--- src/rtl/user_obi_addr_demux_if.sv ---
// OBI demux bus bundle: manager side plus the fanned-out subordinate side.
// The slave modport is the demux's view; master is the surrounding system.
interface user_obi_addr_demux_if #(
  parameter int unsigned NumSbr    = 2,
  parameter int unsigned AddrWidth = 32,
  parameter int unsigned DataWidth = 32,
  parameter int unsigned MaxTrans  = 4
) ();
  localparam int unsigned CntW = $clog2(MaxTrans + 1);

  logic                        mgr_req_i;
  logic                        mgr_gnt_o;
  logic [AddrWidth-1:0]        mgr_addr_i;
  logic                        mgr_we_i;
  logic [DataWidth/8-1:0]      mgr_be_i;
  logic [DataWidth-1:0]        mgr_wdata_i;
  logic                        mgr_rvalid_o;
  logic [DataWidth-1:0]        mgr_rdata_o;
  logic                        mgr_err_o;
  logic [NumSbr-1:0]           sbr_req_o;
  logic [NumSbr-1:0]           sbr_gnt_i;
  logic [AddrWidth-1:0]        sbr_addr_o;
  logic                        sbr_we_o;
  logic [DataWidth/8-1:0]      sbr_be_o;
  logic [DataWidth-1:0]        sbr_wdata_o;
  logic [NumSbr-1:0]           sbr_rvalid_i;
  logic [NumSbr*DataWidth-1:0] sbr_rdata_i;
  logic [NumSbr-1:0]           sbr_err_i;
  logic [CntW-1:0]             outstanding_o;

  modport slave (
    input  mgr_req_i, mgr_addr_i, mgr_we_i, mgr_be_i, mgr_wdata_i,
    output mgr_gnt_o, mgr_rvalid_o, mgr_rdata_o, mgr_err_o,
    output sbr_req_o, sbr_addr_o, sbr_we_o, sbr_be_o, sbr_wdata_o,
    input  sbr_gnt_i, sbr_rvalid_i, sbr_rdata_i, sbr_err_i,
    output outstanding_o
  );

  modport master (
    output mgr_req_i, mgr_addr_i, mgr_we_i, mgr_be_i, mgr_wdata_i,
    input  mgr_gnt_o, mgr_rvalid_o, mgr_rdata_o, mgr_err_o,
    input  sbr_req_o, sbr_addr_o, sbr_we_o, sbr_be_o, sbr_wdata_o,
    output sbr_gnt_i, sbr_rvalid_i, sbr_rdata_i, sbr_err_i,
    input  outstanding_o
  );
endinterface

--- src/rtl/user_obi_addr_demux.sv ---
// User-domain OBI address demux: rule-table decode, in-order responses,
// built-in error subordinate for unmapped addresses.
module user_obi_addr_demux #(
  parameter int unsigned NumSbr    = 2,
  parameter int unsigned AddrWidth = 32,
  parameter int unsigned DataWidth = 32,
  parameter int unsigned MaxTrans  = 4,
  parameter logic [NumSbr-1:0][AddrWidth-1:0] SbrStart =
    {32'h2000_1000, 32'h2000_0000},
  parameter logic [NumSbr-1:0][AddrWidth-1:0] SbrEnd =
    {32'h2000_2000, 32'h2000_1000},
  parameter logic [DataWidth-1:0] ErrRdata = 32'hBADC_AB1E
) (
  input logic                   clk_i,
  input logic                   rst_i,
  user_obi_addr_demux_if.slave  bus
);
  localparam int unsigned SelW = $clog2(NumSbr + 1);
  localparam int unsigned CntW = $clog2(MaxTrans + 1);
  localparam logic [SelW-1:0] SelErr = SelW'(NumSbr);

  logic [SelW-1:0]      r_last_sel;
  logic [CntW-1:0]      r_cnt;
  logic                 r_err_rvalid;

  logic [SelW-1:0]      w_sel;
  logic                 w_is_err;
  logic                 w_ok;
  logic                 w_fire;
  logic                 w_gnt;
  logic                 w_sbr_gnt;
  logic [NumSbr-1:0]    w_sbr_req;
  logic                 w_rsp_raw;
  logic                 w_rsp;
  logic [DataWidth-1:0] w_rdata;
  logic                 w_err;
  logic [CntW-1:0]      w_cnt_eff;
  logic [NumSbr-1:0]    w_last_mask;
  logic                 w_spurious;

  // Address decode: lowest matching rule wins, no match -> error target.
  always_comb begin
    w_sel = SelErr;
    for (int i = NumSbr - 1; i >= 0; i--) begin
      if (bus.mgr_addr_i >= SbrStart[i] &&
          bus.mgr_addr_i <  SbrEnd[i]) begin
        w_sel = SelW'(i);
      end
    end
  end

  assign w_is_err = (w_sel == SelErr);

  // Response mux from the target that owns all in-flight transactions.
  always_comb begin
    w_rsp_raw   = 1'b0;
    w_rdata     = '0;
    w_err       = 1'b0;
    w_last_mask = '0;
    if (r_last_sel == SelErr) begin
      w_rsp_raw = r_err_rvalid;
      w_rdata   = ErrRdata;
      w_err     = 1'b1;
    end
    for (int i = 0; i < NumSbr; i++) begin
      if (r_last_sel == SelW'(i)) begin
        w_last_mask[i] = 1'b1;
        w_rsp_raw      = bus.sbr_rvalid_i[i];
        w_rdata        = bus.sbr_rdata_i[i*DataWidth +: DataWidth];
        w_err          = bus.sbr_err_i[i];
      end
    end
  end

  assign w_rsp     = w_rsp_raw & (r_cnt != '0);
  // A response this cycle frees its slot for an admission this cycle.
  assign w_cnt_eff = r_cnt - CntW'(w_rsp);
  assign w_ok      = ((w_cnt_eff == '0) || (w_sel == r_last_sel)) &&
                     (w_cnt_eff < CntW'(MaxTrans));

  // Request routing and grant selection.
  always_comb begin
    w_sbr_req = '0;
    w_sbr_gnt = 1'b0;
    for (int i = 0; i < NumSbr; i++) begin
      if (w_sel == SelW'(i)) begin
        w_sbr_req[i] = bus.mgr_req_i & w_ok;
        w_sbr_gnt    = bus.sbr_gnt_i[i];
      end
    end
  end

  assign w_gnt  = w_ok & (w_is_err ? bus.mgr_req_i : w_sbr_gnt);
  assign w_fire = bus.mgr_req_i & w_gnt;

  assign bus.mgr_gnt_o     = w_gnt;
  assign bus.sbr_req_o     = w_sbr_req;
  assign bus.sbr_addr_o    = bus.mgr_addr_i;
  assign bus.sbr_we_o      = bus.mgr_we_i;
  assign bus.sbr_be_o      = bus.mgr_be_i;
  assign bus.sbr_wdata_o   = bus.mgr_wdata_i;
  assign bus.mgr_rvalid_o  = w_rsp;
  assign bus.mgr_rdata_o   = w_rsp ? w_rdata : '0;
  assign bus.mgr_err_o     = w_rsp & w_err;
  assign bus.outstanding_o = r_cnt;

  // Outstanding count, owning target and error-subordinate response.
  always_ff @(posedge clk_i) begin
    if (rst_i) begin
      r_cnt        <= '0;
      r_last_sel   <= '0;
      r_err_rvalid <= 1'b0;
    end else begin
      r_err_rvalid <= w_fire & w_is_err;
      if (w_fire) begin
        r_last_sel <= w_sel;
      end
      if (w_fire && !w_rsp) begin
        r_cnt <= r_cnt + CntW'(1);
      end else if (!w_fire && w_rsp) begin
        r_cnt <= r_cnt - CntW'(1);
      end
    end
  end

  assign w_spurious = (|bus.sbr_rvalid_i) &&
                      ((r_cnt == '0) ||
                       (|(bus.sbr_rvalid_i & ~w_last_mask)));

  // Flag responses that arrive with nothing in flight or from a non-owner.
  always @(posedge clk_i) begin
    if (!rst_i) begin
      assert (!w_spurious)
        else $warning("demux: unexpected subordinate response ignored");
    end
  end
endmodule
--- src/flat_wrapper.sv ---
// flat-port wrapper written by rule: the top's interface ports become plain ports
module user_obi_addr_demux_flat 
#(
  parameter int unsigned NumSbr    = 2,
  parameter int unsigned AddrWidth = 32,
  parameter int unsigned DataWidth = 32,
  parameter int unsigned MaxTrans  = 4,
  parameter logic [NumSbr-1:0][AddrWidth-1:0] SbrStart =
    {32'h2000_1000, 32'h2000_0000},
  parameter logic [NumSbr-1:0][AddrWidth-1:0] SbrEnd =
    {32'h2000_2000, 32'h2000_1000},
  parameter logic [DataWidth-1:0] ErrRdata = 32'hBADC_AB1E
)
  (clk_i, rst_i, bus_mgr_req_i, bus_mgr_addr_i, bus_mgr_we_i, bus_mgr_be_i, bus_mgr_wdata_i, bus_mgr_gnt_o, bus_mgr_rvalid_o, bus_mgr_rdata_o, bus_mgr_err_o, bus_sbr_req_o, bus_sbr_addr_o, bus_sbr_we_o, bus_sbr_be_o, bus_sbr_wdata_o, bus_sbr_gnt_i, bus_sbr_rvalid_i, bus_sbr_rdata_i, bus_sbr_err_i, bus_outstanding_o);
  user_obi_addr_demux_if #(.NumSbr(NumSbr), .AddrWidth(AddrWidth), .DataWidth(DataWidth), .MaxTrans(MaxTrans)) bus_i ();
  input logic clk_i;
  input logic rst_i;
  input wire logic [$bits(bus_i.mgr_req_i)-1:0] bus_mgr_req_i;
  input wire logic [$bits(bus_i.mgr_addr_i)-1:0] bus_mgr_addr_i;
  input wire logic [$bits(bus_i.mgr_we_i)-1:0] bus_mgr_we_i;
  input wire logic [$bits(bus_i.mgr_be_i)-1:0] bus_mgr_be_i;
  input wire logic [$bits(bus_i.mgr_wdata_i)-1:0] bus_mgr_wdata_i;
  output wire logic [$bits(bus_i.mgr_gnt_o)-1:0] bus_mgr_gnt_o;
  output wire logic [$bits(bus_i.mgr_rvalid_o)-1:0] bus_mgr_rvalid_o;
  output wire logic [$bits(bus_i.mgr_rdata_o)-1:0] bus_mgr_rdata_o;
  output wire logic [$bits(bus_i.mgr_err_o)-1:0] bus_mgr_err_o;
  output wire logic [$bits(bus_i.sbr_req_o)-1:0] bus_sbr_req_o;
  output wire logic [$bits(bus_i.sbr_addr_o)-1:0] bus_sbr_addr_o;
  output wire logic [$bits(bus_i.sbr_we_o)-1:0] bus_sbr_we_o;
  output wire logic [$bits(bus_i.sbr_be_o)-1:0] bus_sbr_be_o;
  output wire logic [$bits(bus_i.sbr_wdata_o)-1:0] bus_sbr_wdata_o;
  input wire logic [$bits(bus_i.sbr_gnt_i)-1:0] bus_sbr_gnt_i;
  input wire logic [$bits(bus_i.sbr_rvalid_i)-1:0] bus_sbr_rvalid_i;
  input wire logic [$bits(bus_i.sbr_rdata_i)-1:0] bus_sbr_rdata_i;
  input wire logic [$bits(bus_i.sbr_err_i)-1:0] bus_sbr_err_i;
  output wire logic [$bits(bus_i.outstanding_o)-1:0] bus_outstanding_o;
  assign bus_i.mgr_req_i = bus_mgr_req_i;
  assign bus_i.mgr_addr_i = bus_mgr_addr_i;
  assign bus_i.mgr_we_i = bus_mgr_we_i;
  assign bus_i.mgr_be_i = bus_mgr_be_i;
  assign bus_i.mgr_wdata_i = bus_mgr_wdata_i;
  assign bus_mgr_gnt_o = bus_i.mgr_gnt_o;
  assign bus_mgr_rvalid_o = bus_i.mgr_rvalid_o;
  assign bus_mgr_rdata_o = bus_i.mgr_rdata_o;
  assign bus_mgr_err_o = bus_i.mgr_err_o;
  assign bus_sbr_req_o = bus_i.sbr_req_o;
  assign bus_sbr_addr_o = bus_i.sbr_addr_o;
  assign bus_sbr_we_o = bus_i.sbr_we_o;
  assign bus_sbr_be_o = bus_i.sbr_be_o;
  assign bus_sbr_wdata_o = bus_i.sbr_wdata_o;
  assign bus_i.sbr_gnt_i = bus_sbr_gnt_i;
  assign bus_i.sbr_rvalid_i = bus_sbr_rvalid_i;
  assign bus_i.sbr_rdata_i = bus_sbr_rdata_i;
  assign bus_i.sbr_err_i = bus_sbr_err_i;
  assign bus_outstanding_o = bus_i.outstanding_o;
  user_obi_addr_demux #(.NumSbr(NumSbr), .AddrWidth(AddrWidth), .DataWidth(DataWidth), .MaxTrans(MaxTrans), .SbrStart(SbrStart), .SbrEnd(SbrEnd), .ErrRdata(ErrRdata)) u_core (.clk_i(clk_i), .rst_i(rst_i), .bus(bus_i));
endmodule
--- config.mk ---
export PLATFORM = sky130hd
export DESIGN_NAME = user_obi_addr_demux_flat
export DESIGN_NICKNAME = d
export VERILOG_FILES = /design/src/rtl/user_obi_addr_demux_if.sv /design/src/rtl/user_obi_addr_demux.sv /design/src/flat_wrapper.sv
export SDC_FILE = /design/constraint.sdc
export NUM_CORES = 1
export LEC_CHECK = 0
export CELL_PAD_IN_SITES_DETAIL_PLACEMENT = 1
export CELL_PAD_IN_SITES_GLOBAL_PLACEMENT = 2
export CORE_ASPECT_RATIO = 1.1
export CORE_MARGIN = 2
export CORE_UTILIZATION = 10
export DETAILED_ROUTE_END_ITERATION = 16
export GPL_TIMING_DRIVEN = 0
export PLACE_DENSITY_LB_ADDON = 0.1
export SLEW_MARGIN = 10
export SYNTH_ARGS = -nofsm -noshare
export SYNTH_HDL_FRONTEND = slang
export SYNTH_SLANG_ARGS = --single-unit
--- constraint.sdc ---
create_clock -name clk_i -period 10.08 [get_ports clk_i]
set_input_delay 2.016 -clock clk_i [delete_from_list [all_inputs] [get_ports clk_i]]
set_output_delay 2.016 -clock clk_i [all_outputs]
set_load 0.05 [all_outputs]
==> impl_metrics.sql, run 1 <==
INSERT INTO impl_metrics (metric_group, metric, value, unit) VALUES
('final_layout', 'layout.cell_area.non_filler', '4060', 'um2'),
('critical_path', 'critical_path.startpoint', 'bus_sbr_rvalid_i[0]', ''),
('min_path', 'min-delay-path-class', 'reg -> reg', ''),
('logic_synthesis', 'post_synth_main_area_contributors', 'buf_4 (31%), o21ai_0 (12%), mux2i_1 (11%)', ''),
('critical_path', 'timing.critical_path.from_type', 'input pin', ''),
('critical_path', 'cp_data_arrival_time', '5450', 'ps'),
('final_layout', 'layout_common_cells', 'clkdlybuf4s50_1 (201), buf_4 (70), o21ai_0 (42), nor2_1 (38), inv_1 (23)', ''),
('timing', 'setup_total_negative_slack', '0', 'ps'),
('place', 'routabilityCongestion', '0.659', ''),
('floorplanning', 'core.rowCount', '50', ''),
('place', 'port_buffers', '201', ''),
('logic_synthesis', 'syn-num-nets', '400', ''),
('timing', 'setup_viol', '0', ''),
('clock_network', 'clkLatencyLatePin', '230', 'ps'),
('place', 'post_dp_cell_area', '3990', 'um2'),
('global_route', 'overflow', '0', ''),
('logic_synthesis', 'yosys_warnings', '0', ''),
('clock_network', 'holdBufCountCts', '0', ''),
('critical_path', 'criticalPathCategory', 'in -> out', ''),
('clock_network', 'numCtsBuffers', '3', ''),
('logic_synthesis', 'synthesis.instances', '255', ''),
('timing', 'post-route-period-util', '74.1', '%'),
('min_path', 'hold_start', 'u_core.bus.outstanding_o[2]', ''),
('floorplanning', 'core_area', '16900', 'um2'),
('critical_path', 'crit_path_max_fanout', '10', ''),
('global_route', 'grt_start_max_net_pins', '11', ''),
('final_layout', 'final_layout_size_suffix_gt1_share', '19.8', '%'),
('detailed_routing', 'antenna_left', '0', ''),
('critical_path', 'critical_path_required', '8060', 'ps'),
('timing', 'clock-skew-final', '1.48', 'ps'),
('timing', 'slew_violations', '0', ''),
('power', 'p_clk_share', '9.7', '%'),
('floorplanning', 'die_area', '18200', 'um2'),
('floorplanning', 'die_y', '141', 'um'),
('power', 'power_per_cell_area', '162', 'nW/um2'),
('logic_synthesis', 'synth_largest_type_area_fraction', '30.7', '%'),
('clock_network', 'tritoncts', 'yes', ''),
('clock_network', 'clock_path_buffers', '2', ''),
('logic_synthesis', 'asyncSetResetFlopFracSynth', '0', '%'),
('clock_network', 'htree_num_levels', '1', ''),
('clock_network', 'cts_num_sinks', '6', ''),
('global_route', 'grt_first_pass_wirelength', '12.5', 'mm'),
('power', 'max-vdd-ir-drop', '0.0000537', 'V'),
('timing', 'final.hold.worst_slack', '558', 'ps'),
('floorplanning', 'floorplan.die.width', '129', 'um'),
('logic_synthesis', 'netlist_area', '1710', 'um2'),
('timing', 'finalHoldViolCount', '0', ''),
('status', 'run_status', 'completed', ''),
('power', 'p_leak', '1.62', 'nW'),
('logic_synthesis', 'postSynthRegisterBits', '6', ''),
('floorplanning', 'initial_core_utilization', '10.1', '%'),
('place', 'detailedPlacementHpwl', '7.36', 'mm'),
('critical_path', 'critPathTopFamily', 'buffers and inverters', ''),
('global_route', 'track_usage', '8.53', '%'),
('critical_path', 'crit_chain', 'clkdlybuf4s50_1, mux2i_1, o2bb2ai_1, o31ai_1, clkbuf_1, inv_1, ha_1, nor2b_1, xnor2_1, nand2_1, nor4_2, clkdlybuf4s50_1', ''),
('timing', 'grt_setup_unrepaired', 'no', ''),
('critical_path', 'max_stage_delay', '850', 'ps'),
('detailed_routing', 'dr_total_vias', '2393', ''),
('clock_network', 'clk_transition_reported_paths', '30', 'ps'),
('final_layout', 'finalNetCount', '606', ''),
('timing', 'max_slew.worst_pin.slew', '770', 'ps'),
('critical_path', 'cp-end-kind', 'primary output', ''),
('critical_path', 'startpoint_of_the_lowest_slack_register_to_register_path', 'u_core.bus.outstanding_o[0]', ''),
('clock_network', 'cts.repair.resized', '0', ''),
('logic_synthesis', 'post_synth.cell_area_avg', '6.72', 'um2'),
('power', 'p_comb_share', '84.5', '%'),
('detailed_routing', 'post-route-drc-count', '0', ''),
('critical_path', 'crit_slowest_cell', 'clkdlybuf4s50_1', ''),
('power', 'internal_power', '0.284', 'mW'),
('final_layout', 'layout_commonest_cell', 'clkdlybuf4s50_1', ''),
('final_layout', 'antennaDiodeCount', '0', '');
[logic make-up (layout without fill, tap and decap cells)]
family	count (synthesis)	in the layout	share of synthesized area, %
buf+inv	104	308	38.3
simple gates	71	71	23.8
compound gates	49	49	15.3
mux	19	19	11.4
flops	6	6	7.01
fa+ha+maj	3	3	2.63
xor+xnor	3	3	1.53
[tightest hold or removal path, stage by stage, from the launching register on]
cell     delay, ps
dfxtp_1        350
o21ai_0        100
a21oi_1         60
[cell type report]
type / instances / area, um2
clock buffer: 3 / 75.1
buffer: 81 / 569
sequential: 6 / 120
fill: 2025 / 12800
multi-input combinational: 145 / 937
timing repair buffer: 201 / 2010
tap: 208 / 260
inverter: 23 / 86.3
[path summary, 6_finish.rpt]
path	to	slack [ps]	cells past startpoint
max	bus_sbr_req_o[0]	2610	12
min reg2reg	u_core.bus.outstanding_o[2]	560	2
max reg2reg	u_core.bus.outstanding_o[2]	6000	14
min	u_core.bus.outstanding_o[2]	560	2
[layer usage]
metal | up-vias | part of all wire, % | track usage [%]
met5 | - | 0 | 0
li1 | 1174 | - | -
met4 | 0 | 0.62 | 1.54
met2 | 148 | 50 | 15.9
met3 | 4 | 11 | 2.45
met1 | 1067 | 39 | 9.68
[registers in the layout (all words and copies together) (netlist names)]
register                  count
u_core.r_last_sel             2
u_core.r_err_rvalid           1
u_core.bus.outstanding_o      3
[power groups by stage]
stage          registers (mW)  clock network (mW)  logic, mW
6_report               0.0380              0.0636      0.554
5_1_grt                0.0396              0.0659      0.598
4_1_cts                0.0383              0.0646      0.568
3_5_place_dp           0.0387                   0      0.566
3_3_place_gp           0.0391                   0      0.565
2_1_floorplan          0.0495                   0      0.350
[cell usage after synthesis, types with 2 or more instances]
| cell | count |
|---|---|
| buf_2 | 2 |
| buf_4 | 70 |
| dfxtp_1 | 6 |
| nor2b_1 | 2 |
| nor4_2 | 4 |
| o21ai_0 | 42 |
| inv_1 | 23 |
| nand4_2 | 2 |
| clkbuf_1 | 9 |
| xor2_1 | 2 |
| nand3_1 | 2 |
| a21oi_1 | 2 |
| nor3_1 | 3 |
| ha_1 | 2 |
| mux2i_1 | 18 |
| nand2_1 | 4 |
| nand2b_1 | 3 |
| nor2_1 | 38 |
[stage by stage]
stage	total power, mW	std cells
2_1_floorplan	0.400	255
3_5_place_dp	0.605	664
5_1_grt	0.703	667
4_1_cts	0.671	667
3_3_place_gp	0.604	664
6_report	0.656	667
Power figures use the tool's default switching activity.
==> run 2, diff against run 1 <==
==> constraint.sdc (replaced) <==
create_clock -name clk_i -period 6.3 [get_ports clk_i]
set_input_delay 1.26 -clock clk_i [delete_from_list [all_inputs] [get_ports clk_i]]
set_output_delay 1.26 -clock clk_i [all_outputs]
set_load 0.05 [all_outputs]
==> run 2 against run 1 <==
Against the previous run: via count hardly changed; final cell count did not move; die area unchanged; largest cell class unchanged; utilization barely moved; global-route usage is the same; critical path type unchanged; highest routed layer unchanged; sequential share of layout area about the same; design area about the same; critical endpoint unchanged.
==> impl_metrics.sql, run 2 (synthesis results as in run 1) <==
INSERT INTO impl_metrics (metric_group, metric, value, unit) VALUES
('timing', 'timing.slew.headroom', '45.9', '%'),
('global_route', 'grt_start_max_net_pins', '11', ''),
('clock_network', 'cts_num_sinks', '6', ''),
('detailed_routing', 'post-route-drc-count', '0', ''),
('floorplanning', 'floorplan.die.width', '129', 'um'),
('floorplanning', 'num_io_pins', '251', ''),
('timing', 'post-route-period-util', '92.1', '%'),
('timing', 'grt_setup_unrepaired', 'no', ''),
('clock_network', 'clock_tree.root_cell', 'clkbuf_16', ''),
('timing', 'finalHoldViolCount', '0', ''),
('final_layout', 'layout.cell_area.non_filler', '4060', 'um2'),
('floorplanning', 'core.rowCount', '50', ''),
('critical_path', 'timing.critical_path.from_type', 'input pin', ''),
('critical_path', 'crit_slowest_cell', 'clkdlybuf4s50_1', ''),
('clock_network', 'numCtsBuffers', '3', ''),
('critical_path', 'max_stage_delay', '850', 'ps'),
('timing', 'slew_violations', '0', ''),
('final_layout', 'utilization', '24.0', '%'),
('floorplanning', 'die_area', '18200', 'um2'),
('global_route', 'via_count_of_the_first_global_routing_pass', '2496', ''),
('final_layout', 'flow.area_growth_from_synthesis', '137', '%'),
('detailed_routing', 'drt-wirelength-per-cell', '12.8', 'um'),
('detailed_routing', 'number_of_optimization_iterations_in_the_first_detailed_route_pass', '4', ''),
('clock_network', 'cts.repair.resized', '0', ''),
('global_route', 'grt_first_pass_wirelength', '12.5', 'mm'),
('timing', 'setup_total_negative_slack', '0', 'ps'),
('clock_network', 'clkLatencyLatePin', '230', 'ps'),
('place', 'routabilityCongestion', '0.659', ''),
('global_route', 'antenna_found_initial', '0', ''),
('critical_path', 'crit_chain', 'clkdlybuf4s50_1, mux2i_1, o2bb2ai_1, o31ai_1, clkbuf_2, inv_1, ha_1, nor2b_1, xnor2_1, nand2_1, nor4_2, clkdlybuf4s50_1', ''),
('detailed_routing', 'dr_total_vias', '2392', ''),
('detailed_routing', 'drt_iter0_markers', '25', ''),
('detailed_routing', 'antenna_left', '0', ''),
('clock_network', 'clock_path_buffers', '2', ''),
('final_layout', 'final_layout_size_suffix_gt1_share', '20.0', '%'),
('final_layout', 'layout_common_cells', 'clkdlybuf4s50_1 (201), buf_4 (70), o21ai_0 (42), nor2_1 (38), inv_1 (23)', ''),
('critical_path', 'critical-path-top-cell-by-count', 'clkdlybuf4s50_1', ''),
('power', 'power_per_cell_area', '259', 'nW/um2'),
('critical_path', 'critPathTopFamily', 'buffers and inverters', ''),
('place', 'detailedPlacementHpwl', '7.36', 'mm'),
('floorplanning', 'core_area', '16900', 'um2'),
('global_route', 'overflow', '0', ''),
('final_layout', 'antennaDiodeCount', '0', ''),
('place', 'port_buffers', '201', ''),
('timing', 'setup_viol', '0', ''),
('critical_path', 'criticalPathCategory', 'in -> out', ''),
('floorplanning', 'die_y', '141', 'um'),
('final_layout', 'number_of_flip_flops_in_the_largest_register', '3', ''),
('critical_path', 'crit_buf_inv', '4', ''),
('critical_path', 'cp_data_arrival_time', '4540', 'ps'),
('timing', 'clock-skew-final', '1.48', 'ps'),
('min_path', 'min-delay-path-class', 'reg -> reg', ''),
('clock_network', 'clk_transition_reported_paths', '30', 'ps'),
('power', 'max-vdd-ir-drop', '0.0000863', 'V'),
('global_route', 'track_usage', '8.53', '%'),
('final_layout', 'layout_commonest_cell', 'clkdlybuf4s50_1', ''),
('clock_network', 'htree_num_levels', '1', ''),
('clock_network', 'cts_post_setup_buffers_inserted', '0', ''),
('status', 'run_status', 'completed', ''),
('timing', 'period_minus_slack', '5800', 'ps'),
('power', 'p_leak', '1.62', 'nW'),
('clock_network', 'tritoncts', 'yes', ''),
('timing', 'clock.fmax', '172', 'MHz'),
('final_layout', 'finalNetCount', '606', ''),
('detailed_routing', 'postRouteWirelength', '8.52', 'mm'),
('flow_run', 'max_cap_violations', '0', ''),
('detailed_routing', 'vias_per_cell', '3.59', ''),
('timing', 'max_slew.worst_pin.slew', '804', 'ps'),
('clock_network', 'holdBufCountCts', '0', ''),
('critical_path', 'critical_path_required', '5040', 'ps'),
('critical_path', 'cp-end-kind', 'primary output', ''),
('place', 'post_dp_cell_area', '3990', 'um2'),
('final_layout', 'layout.filler_cells', '2024', ''),
('floorplanning', 'initial_core_utilization', '10.1', '%'),
('critical_path', 'crit_path_max_fanout', '10', '');
run 2: stage by stage:
| step | setup slack (ps) | instances | total power [mW] | hold WS (ps) |
|---|---|---|---|---|
| after detailed placement | 185 | 664 | 0.968 | 543 |
| final | 496 | 667 | 1.05 | 558 |
| after global placement | 215 | 664 | 0.967 | 547 |
| after CTS | 178 | 667 | 1.07 | 551 |
| after floorplan | 998 | 255 | 0.640 | 636 |
| after global routing | 78.2 | 667 | 1.13 | 616 |
run 2: cell type report:
cell class	count	area (um2)	area share [%]
well taps	208	260	6.41
repair buffers	201	2010	49.5
clock buffers	3	75.1	1.85
plain buffers	81	571	14.0
multi-input cells	145	937	23.1
inverters	23	86.3	2.13
flip-flops and latches	6	120	2.96
run 2: worst min-delay path: cells and delay by family (launching register included):
family / cells / cell delay, ps
AO/OA/AOI/OAI: 2 / 160
flip-flops: 1 / 350
run 2: final timing paths:
path,to,slack [ps],start,depth (start not counted)
worst max-delay path,bus_sbr_req_o[0],500,bus_sbr_rvalid_i[0],12
worst min-delay path,u_core.bus.outstanding_o[2],560,u_core.bus.outstanding_o[2],2
worst max register to register,u_core.bus.outstanding_o[2],2350,u_core.bus.outstanding_o[0],14
worst min register to register,u_core.bus.outstanding_o[2],560,u_core.bus.outstanding_o[2],2
run 2: layer usage:
metal  GRT usage (%)  share of wire [%]  vias to the layer above
met2            15.9                 49                      148
met1            9.68                 39                     1066
met5               0                  0                        -
li1                -                  -                     1174
met4            1.54               0.62                        0
met3            2.45                 11                        4
run 2: report_power, final:
part           switching (mW)  internal, mW  leakage, nW
clock network          0.0204        0.0814       0.0370
registers              0.0108        0.0499       0.0493
logic                   0.565         0.324         1.54
